--- config.mk ---
export PLATFORM = sky130hd
export DESIGN_NAME = timer_datapath
export DESIGN_NICKNAME = d
export VERILOG_FILES = /design/src/rtl/timer_pkg.sv /design/src/rtl/bcd_down_digit.sv /design/src/rtl/timer_datapath.sv
export SDC_FILE = /design/constraint.sdc
export NUM_CORES = 1
export LEC_CHECK = 0
export BUFFER_PORTS_ARGS = -buffer_cell sky130_fd_sc_hd__buf_4
export CAP_MARGIN = 25
export CORE_AREA = 2 2 103 115
export DETAILED_ROUTE_END_ITERATION = 16
export DIE_AREA = 0 0 105 117
export PLACE_DENSITY = 0.41
export SLEW_MARGIN = 15
export SYNTH_ARGS = -nofsm -noshare
export SYNTH_HDL_FRONTEND = slang
export SYNTH_SLANG_ARGS = --single-unit
--- constraint.sdc ---
create_clock -name clk -period 2.9 [get_ports clk]
set_input_delay 0.58 -clock clk [delete_from_list [all_inputs] [get_ports clk]]
set_output_delay 0.58 -clock clk [all_outputs]
set_load 0.005 [all_outputs]
--- src/rtl/timer_pkg.sv ---
// Shared types and defaults for the game-clock datapath and its controller bench.
package timer_pkg;

  typedef logic [3:0] bcd_t;

  typedef enum logic [2:0] {
    IDLE,
    CMP,
    WRITE,
    HOLD,
    ACK
  } save_state_e;

  localparam bcd_t START_TENS_DEF = 4'd6;
  localparam bcd_t START_ONES_DEF = 4'd0;
  localparam bcd_t BCD_MAX        = 4'd9;

endpackage

--- src/rtl/bcd_down_digit.sv ---
// One BCD down-counting digit: load, decrement, and at zero either wrap to 9 or hold.
module bcd_down_digit
  import timer_pkg::*;
#(
  parameter bcd_t RST_VAL = 4'd0,
  parameter bit   WRAP    = 1'b0
) (
  input  logic clk,
  input  logic resetn,
  input  logic load,
  input  bcd_t load_val,
  input  logic dec,
  input  logic no_wrap,
  output bcd_t value,
  output logic zero_c
);

  assign zero_c = (value == 4'd0);

  // Load wins over decrement; a floor digit (or a suppressed wrap) sticks at 0.
  always_ff @(posedge clk or negedge resetn) begin
    if (!resetn) begin
      value <= RST_VAL;
    end else if (load) begin
      value <= load_val;
    end else if (dec) begin
      if (!zero_c) begin
        value <= value - 4'd1;
      end else if (WRAP && !no_wrap) begin
        value <= BCD_MAX;
      end
    end
  end

endmodule

--- src/rtl/timer_datapath.sv ---
// Two-digit BCD game clock with borrow/expiry flags and the high-score save sequence.
module timer_datapath
  import timer_pkg::*;
#(
  parameter bcd_t        START_TENS = START_TENS_DEF,
  parameter bcd_t        START_ONES = START_ONES_DEF,
  parameter int unsigned SCORE_W    = 8,
  parameter int unsigned SAVE_HOLD  = 25000000
) (
  input  logic               clk,
  input  logic               resetn,
  input  logic               ld_wait,
  input  logic               ld_set,
  input  logic               ld_one,
  input  logic               ld_ten,
  input  logic [SCORE_W-1:0] score,
  output logic               changeTen,
  output logic               done,
  output logic               doneSave,
  output bcd_t               tens,
  output bcd_t               ones,
  output logic [SCORE_W-1:0] high_score,
  output logic               hs_we
);

  localparam int unsigned      CNT_W    = (SAVE_HOLD > 1) ? $clog2(SAVE_HOLD) : 1;
  localparam logic [CNT_W-1:0] CNT_LAST = CNT_W'(SAVE_HOLD - 1);

  logic             load_c;
  logic             ten_dec_c;
  logic             one_dec_c;
  logic             tens_zero_c;
  logic             ones_zero_c;
  logic             done_q;
  save_state_e      state;
  logic [CNT_W-1:0] cnt;

  // Strobe priority: ld_wait > ld_set > ld_ten > ld_one.
  assign load_c    = ld_wait | ld_set;
  assign ten_dec_c = ~load_c & ld_ten;
  assign one_dec_c = ~load_c & ~ld_ten & ld_one;

  bcd_down_digit #(.RST_VAL(START_TENS), .WRAP(1'b0)) u_tens (
    .clk      (clk),
    .resetn   (resetn),
    .load     (load_c),
    .load_val (START_TENS),
    .dec      (ten_dec_c),
    .no_wrap  (1'b1),
    .value    (tens),
    .zero_c   (tens_zero_c)
  );

  // Ones wraps to 9 on a borrow unless the whole clock is already at 00.
  bcd_down_digit #(.RST_VAL(START_ONES), .WRAP(1'b1)) u_ones (
    .clk      (clk),
    .resetn   (resetn),
    .load     (load_c),
    .load_val (START_ONES),
    .dec      (one_dec_c),
    .no_wrap  (tens_zero_c),
    .value    (ones),
    .zero_c   (ones_zero_c)
  );

  always_ff @(posedge clk or negedge resetn) begin
    if (!resetn) begin
      changeTen <= 1'b0;
      done      <= 1'b0;
      done_q    <= 1'b0;
    end else begin
      done_q <= done;
      if (load_c) begin
        changeTen <= 1'b0;
        done      <= 1'b0;
      end else if (ten_dec_c) begin
        changeTen <= 1'b0;
      end else if (one_dec_c) begin
        changeTen <= ones_zero_c;
        if (ones_zero_c && tens_zero_c) begin
          done <= 1'b1;
        end
      end
    end
  end

  // Save sequence: compare, optional single-cycle write, hold, then acknowledge.
  always_ff @(posedge clk or negedge resetn) begin
    if (!resetn) begin
      state      <= IDLE;
      cnt        <= '0;
      high_score <= '0;
      hs_we      <= 1'b0;
      doneSave   <= 1'b0;
    end else begin
      hs_we    <= 1'b0;
      doneSave <= (state == ACK) && !ld_wait;
      if (ld_wait) begin
        state <= IDLE;
        cnt   <= '0;
      end else begin
        case (state)
          IDLE: begin
            if (done && !done_q) begin
              state <= CMP;
            end
          end
          CMP: begin
            cnt   <= '0;
            state <= (score > high_score) ? WRITE : HOLD;
          end
          WRITE: begin
            high_score <= score;
            hs_we      <= 1'b1;
            cnt        <= '0;
            state      <= HOLD;
          end
          HOLD: begin
            if (cnt == CNT_LAST) begin
              state <= ACK;
            end else begin
              cnt <= cnt + CNT_W'(1);
            end
          end
          ACK:     state <= ACK;
          default: state <= IDLE;
        endcase
      end
    end
  end

endmodule
==> reports/metrics.yaml, run 1 <==
status:
  outcome: "finished clean"
final_layout:
  instances_no_fill: 475
  area_growth_pct: 20.4
  num_antenna_cells: 0
  nets: 350
  final_layout_size_suffix_gt1_share_pct: 17.5
  nFillCells: 1227
  utilization_pct: 29.2
routing:
  vias: 2214
  via_per_inst: 4.66
  wl_per_cell_um: 13.3
  drc: 0
  ant_nets: 0
  routed_wl_mm: 6.33
  dr.first_iter.drc_count: 116
  dr.pass1.iters: 4
yosys:
  synth-compound-area-share_pct: 12.3
  synth_cell_types: 48
  synthXorXnorAreaFrac_pct: 4.53
  synth.area.top_cells: "dfrtp_1, ha_1, nor2_1"
  yosysWarningCount: 0
  synth_top_area_cell: "dfrtp_1"
  synth-seq-cells: 49
  synthTopCellsByCount: "dfrtp_1, nor2_1, nand2_1"
  avgSynthCellArea_um2: 9.31
  syn_area_um2: 2710
  yosysMostFrequentCell: "dfrtp_1"
  syn_nets: 317
  async_flop_share_pct: 100
  synth_mux_area_share_pct: 0.785
  ys_seq_area_share_pct: 45.4
  synth_top_area_share_pct: 43.4
  synthAdderAreaFrac_pct: 5.54
  synthCells: 291
  synth_top_family_by_area: "simple AND/OR/NAND/NOR gates"
  synth_edf_count: 0
  yosys.area_share.simple_pct: 26.8
  synth_ff_type: "dfrtp_1"
sta:
  period_needed_ps: 2290
  min_period_over_period_pct: 79.0
  fin_tns_setup_ps: 0
  rsz0062_at_grt: "false"
  drv_slew: 0
  hold_viol_final: 0
  hold_ws_ps: 314
  skew_ps: 5.86
  tightestPinTransition_ps: 665
  fmax_mhz: 437
  timing.slew.headroom_pct: 55.2
  finalSetupViolCount: 0
critical_path:
  crit_type: "flip-flop to flip-flop"
  worst_path_dominant_cell_family: "compound AO/OA/AOI/OAI gates"
  critPathMaxStageDelay_ps: 590
  critPathRequiredTime_ps: 3120
  cp.arrival_ps: 2510
  critPathMaxFanout: 19
  cp-end-kind: "flip-flop"
  start_kind: "flip-flop"
  cp_num_buf_inv: 1
  slowest_stage: "o21ai_2"
  crit_path_cell_trace: "ha_1 -> and2_1 -> nand4_1 -> o21ai_2 -> buf_4 -> o31ai_1 -> a21oi_1"
flow_run:
  max_cap_viol_count: 0
placement:
  io_buffer_count: 33
  place_congestion: 0.695
  post-place-cells: 467
  dp_hpwl_mm: 4.63
clock_tree:
  cts_setup_buffers: 0
  cts_hold_buf: 0
  numClockSinks: 49
  cts_buffers: 5
  clk_latency_ps: 300
  cts_tree: "done"
  clock-root-buffer: "clkbuf_16"
  cts_resized: 0
  ctsLongestPathBuffers: 2
  h-tree-depth: 2
  clkTransAtPathRegs_ps: 70
global_routing:
  grt_pass1_vias: 2190
  antenna_found_initial: 0
  grt_pass1_wl_mm: 10.9
  groute.usage.overall_pct: 11.2
  use_met1_pct: 13.8
  grt_use_met3_pct: 2.33
  grt_start_max_net_pins: 50
  grt.met2_usage_pct: 19.5
  top_usage_layer: "met2"
  gr-total-overflow: 0
floorplan:
  placementRows: 41
  die_h_um: 117
  dieWidth_um: 105
  start_util_pct: 24.2
  num_io_pins: 34
  dieArea_um2: 12300
  coreArea_um2: 11200
power:
  clkPwrFrac_pct: 41.7
  vdd_ir_drop_max_mv: 0.208
  p_sw_share_pct: 24.5
  powerDensity_nw_per_um2: 455
  seqPwrFrac_pct: 48.1
  p_leak_nw: 1.40
  switchingPower_mw: 0.364
  combPwrFrac_pct: 10.1
  p_int_mw: 1.12
hold_path:
  worstHoldPathType: "input port to async pin"
worst paths after layout:
path                             start       to  slack [ps]  cells past startpoint
worst min-delay path            resetn   cnt[4]         310                      1
worst min register to register    done   done_q         450                      0
worst max-delay path            cnt[0]  cnt[10]         610                      7
worst max register to register  cnt[0]  cnt[10]         610                      7
max in group asynchronous       resetn  cnt[18]        2170                      1
min in group clk                  done   done_q         450                      0
registers in the layout (all words and copies together) (netlist names):
register and count:
cnt 25, doneSave 1, high_score 8, u_tens.value 4, state 3, hs_we 1
done 1, changeTen 1, u_ones.value 4, done_q 1
cell families (layout without fill, tap and decap cells):
kind of cell	count (synthesis)	in the layout
fa+ha+maj	12	12
mux	2	2
xor+xnor	14	14
simple gates	130	130
buf+inv	27	61
compound gates	57	57
flops	49	49
metrics by stage:
stage                     cell area, µm²  setup slack (ps)  total power, mW
after global routing                3260               331             1.56
final                               3260               609             1.48
after detailed placement            3100               634            0.882
after CTS                           3260               602             1.51
after global placement              3100               721            0.882
after floorplan                     2710              1010            0.802
cells in the final DEF, fill, tap and decap left out, types with 2 or more instances in the layout:
master / synthesis / layout
a21oi_1: 19 / 19
and2_1: 2 / 2
and3_1: 4 / 4
buf_4: 0 / 36
clkbuf_16: 0 / 5
dfrtp_1: 47 / 47
dfstp_2: 2 / 2
ha_1: 12 / 12
inv_1: 17 / 17
nand2_1: 27 / 27
nand3_1: 13 / 13
nand4_1: 12 / 12
nand4_4: 2 / 2
nor2_1: 31 / 31
nor2b_1: 2 / 2
nor3_1: 6 / 6
nor3b_1: 2 / 2
nor4_1: 4 / 4
nor4b_1: 2 / 2
o211ai_1: 6 / 6
o21ai_0: 19 / 19
o21bai_1: 2 / 2
o31ai_1: 6 / 6
or3_1: 3 / 3
or3b_2: 2 / 2
or4_1: 7 / 7
xnor2_1: 4 / 4
xor2_1: 10 / 10
worst reg2reg max path: stages, from the launching register on:
cell and delay, ps:
dfrtp_1 420, ha_1 220, and2_1 240, nand4_1 220, o21ai_2 590, buf_4 300
o31ai_1 100, a21oi_1 120
area by class of cell:
class                      instances  area [µm²]  share of cell area, %
inverter                          17        63.8                   1.96
clock buffer                       6         139                   4.26
clock inverter                     2        17.5                  0.537
sequential                        49        1230                   37.7
tap                              150         188                   5.76
timing repair buffer              36         270                   8.29
multi-input combinational        215        1350                   41.5
per-layer routing:
metal	routed length, µm	up-vias
li1	-	1112
met2	3130	26
met5	0	-
met3	163	7
met4	92	0
met1	2950	1069
power by group through the flow:
| stage | clock, mW | sequential [mW] | combinational, mW |
|---|---|---|---|
| floorplan | 0 | 0.728 | 0.0745 |
| global placement | 0 | 0.728 | 0.154 |
| detailed placement | 0 | 0.728 | 0.154 |
| CTS | 0.643 | 0.715 | 0.155 |
| global route | 0.673 | 0.716 | 0.172 |
| finish | 0.619 | 0.714 | 0.150 |
(Power assumes the default switching activity.)
==> run 2, diff against run 1 <==
- ABC_AREA: unset -> 1
- CORE_AREA: 2 2 103 115 -> 2 2 110 122
- DIE_AREA: 0 0 105 117 -> 0 0 112 124
- PLACE_DENSITY: 0.41 -> 0.42
- clock period: 2.9 -> 1.9 ns (I/O delays scaled with it)
==> run 2 against run 1 <==
Against the previous run:
- wire length increased by 32%
- worst hold slack lost 220 ps
- critical endpoint is now cnt[19]
- sequential power rose by 71%
==> reports/metrics.yaml, run 2 <==
final_layout:
  largest_register: "cnt"
  top_regs: "cnt x25, high_score x8"
  area_growth_pct: 20.4  # about the same
  layout_common_cells: "nand2_1, nor2_1, inv_1, dfrtp_1, buf_4"
  nets: 516  # +47%
  nFillCells: 1406  # +15%
  instances_no_fill: 648  # +36%
  final_common_cell: "nand2_1"
  largest_register_ffs: 25  # unchanged
  utilization_pct: 29.7  # +0.56 points
  final_layout_size_suffix_gt1_share_pct: 15.1  # -2.5 points
  num_antenna_cells: 0  # unchanged
flow_run:
  max_cap_viol_count: 0  # unchanged
yosys:
  yosysWarningCount: 0  # unchanged
  synthCells: 448  # +54%
  synth_ff_type: "dfrtp_1"
  yosysMostFrequentCell: "nand2_1"
  synth_top_area_share_pct: 37.9  # -5.6 points
  syn_nets: 474  # +50%
  async_flop_share_pct: 100  # unchanged
  avgSynthCellArea_um2: 6.93  # -26%
  synth.area.top_cells: "dfrtp_1, nand2_1, nor2_1"
  synth-seq-cells: 49  # unchanged
  synth_top_area_cell: "dfrtp_1"
  synthTopCellsByCount: "nand2_1, nor2_1, dfrtp_1, inv_1, nand3_1"
  syn_area_um2: 3110  # +15%
  ys_seq_area_share_pct: 39.5  # -5.8 points
  synth_edf_count: 0  # unchanged
  synth_cell_types: 35  # -27%
floorplan:
  placementRows: 43  # +4.9%
  dieArea_um2: 13900  # +13%
  die_h_um: 124  # +6.0%
  coreArea_um2: 12600  # +13%
  num_io_pins: 34  # unchanged
  start_util_pct: 24.7  # +0.45 points
  dieWidth_um: 112  # +6.7%
routing:
  routed_wl_mm: 8.35  # +32%
  ant_nets: 0  # unchanged
  dr.pass1.iters: 4  # unchanged
  via_per_inst: 4.56  # -2.3%
  dr.first_iter.drc_count: 136  # +17%
  drc: 0  # unchanged
  vias: 2952  # +33%
  wl_per_cell_um: 12.9  # -3.4%
power:
  p_int_mw: 2.04  # +83%
  p_leak_nw: 1.74  # +24%
  seqPwrFrac_pct: 40.5  # -7.6 points
  combPwrFrac_pct: 27.3  # +17 points
  p_sw_share_pct: 32.2  # +7.6 points
  switchingPower_mw: 0.969  # +170%
  vdd_ir_drop_max_mv: 0.442  # +110%
  powerDensity_nw_per_um2: 805  # +77%
  clkPwrFrac_pct: 32.1  # -9.6 points
hold_path:
  worstHoldPathType: "input port to async pin"
clock_tree:
  numClockSinks: 49  # unchanged
  cts_hold_buf: 0  # unchanged
  h-tree-depth: 2  # unchanged
  clkTransAtPathRegs_ps: 80  # about the same
  cts_tree: "done"
  ctsLongestPathBuffers: 2  # unchanged
  cts_buffers: 5  # unchanged
  cts_resized: 0  # unchanged
  clock-root-buffer: "clkbuf_16"
  cts_setup_buffers: 0  # unchanged
  clk_latency_ps: 310  # about the same
sta:
  timing.slew.headroom_pct: 55.5  # +0.32 points
  fin_tns_setup_ps: 0  # unchanged
  skew_ps: 14.8  # +8.94 ps
  finalSetupViolCount: 0  # unchanged
  min_period_over_period_pct: 91.3  # +12 points
  rsz0062_at_grt: "false"
  drv_slew: 0  # unchanged
  tightestPinTransition_ps: 667  # +1.37 ps
  period_needed_ps: 1740  # -555 ps
  fmax_mhz: 576  # +32%
  hold_viol_final: 0  # unchanged
critical_path:
  cp-end-kind: "flip-flop"
  critPathMaxFanout: 16  # -3
  crit_type: "flip-flop to flip-flop"
  r2r_slack_ps: 160  # -440 ps
  cp.arrival_ps: 1930  # -580 ps
  critPathRequiredTime_ps: 2090  # -1030 ps
  start_kind: "flip-flop"
placement:
  dp_hpwl_mm: 6.25  # +35%
  post-place-cells: 640  # +37%
  io_buffer_count: 33  # unchanged
  place_congestion: 0.871  # +25%
global_routing:
  gr-total-overflow: 0  # unchanged
  grt_pass1_wl_mm: 14.2  # +31%
  grt_start_max_net_pins: 50  # unchanged
  antenna_found_initial: 0  # unchanged
  groute.usage.overall_pct: 12.9  # +1.8 points
  grt_pass1_vias: 2886  # +32%
status:
  outcome: "finished clean"
## run 2: cell types whose count changed after synthesis, sizes merged, moves of 4 or more
cell    delta
xor2       -6
nor2      +34
o211ai     -5
nand2    +116
nand3     +25
o21ai      +6
or4        -8
clkbuf     -7
buf        +7
and3       -5
a21oi      -8
inv       +37
o31ai      -6
or3        -4
## run 2: kinds of logic (layout without fill, tap and decap cells)
| kind of cell | after synthesis | in the layout | synth area share (%) |
|---|---|---|---|
| adder cells (fa/ha/maj) | 12 | 12 | 4.83 |
| AND/OR/NAND/NOR | 271 | 271 | 37.1 |
| buffers and inverters | 65 | 108 | 8.98 |
| XOR/XNOR | 5 | 5 | 1.41 |
| AO/OA/AOI/OAI | 46 | 46 | 8.10 |
| flip-flops | 49 | 49 | 39.5 |
## run 2: routing by layer
metal / up-vias / GRT usage, % / part of all wire [%]
met5: - / 0 / 0
met4: 0 / 5.34 / 2.1
met3: 10 / 2.97 / 4.5
met2: 66 / 21.6 / 48
met1: 1357 / 16.3 / 46
li1: 1519 / - / -
## run 2: final timing paths
path | startpoint | to | depth (start not counted)
setup / recovery | cnt[0] | cnt[19] | 9
hold / removal | resetn | u_ones.value[0] | 1
setup reg to reg | cnt[0] | cnt[19] | 9
hold reg to reg | done | done_q | 0
max in group asynchronous | resetn | cnt[16] | 1
min in group clk | score[6] | high_score[6] | 3
## run 2: cell type report
class	count	area [µm²]	share of cell area (%)
flip-flops and latches	49	1230	32.8
multi-input cells	334	1600	42.7
well taps	157	196	5.25
inverters	55	211	5.65
clock inverters	2	16.3	0.435
repair buffers	45	350	9.36
clock buffers	6	139	3.71
## run 2: power by group through the flow
stage          clock, mW  combinational, mW  sequential [mW]
2_1_floorplan          0              0.490             1.24
3_3_place_gp           0              0.842             1.24
3_5_place_dp           0              0.843             1.25
4_1_cts             1.01              0.847             1.22
5_1_grt             1.05              0.943             1.24
6_report           0.968              0.824             1.22
## run 2: per-stage QoR
step                      power (mW)  hold slack [ps]  area [µm²]  worst slack [ps]
after floorplan                 1.73             84.4        3110               425
after detailed placement        2.09              420        3590               181
after CTS                       3.08              133        3740               170
after global routing            3.23              155        3740              44.5
final                           3.01             93.2        3740               165
after global placement          2.09              421        3590               222
## run 2: worst max-delay path: stages (launching register included)
cell	delay, ps
dfrtp_1	430
ha_1	300
nand2_1	150
nor2_1	60
nand2_1	90
nand2_2	70
nand2_4	180
clkinv_4	190
nand2_1	100
nand2_1	60
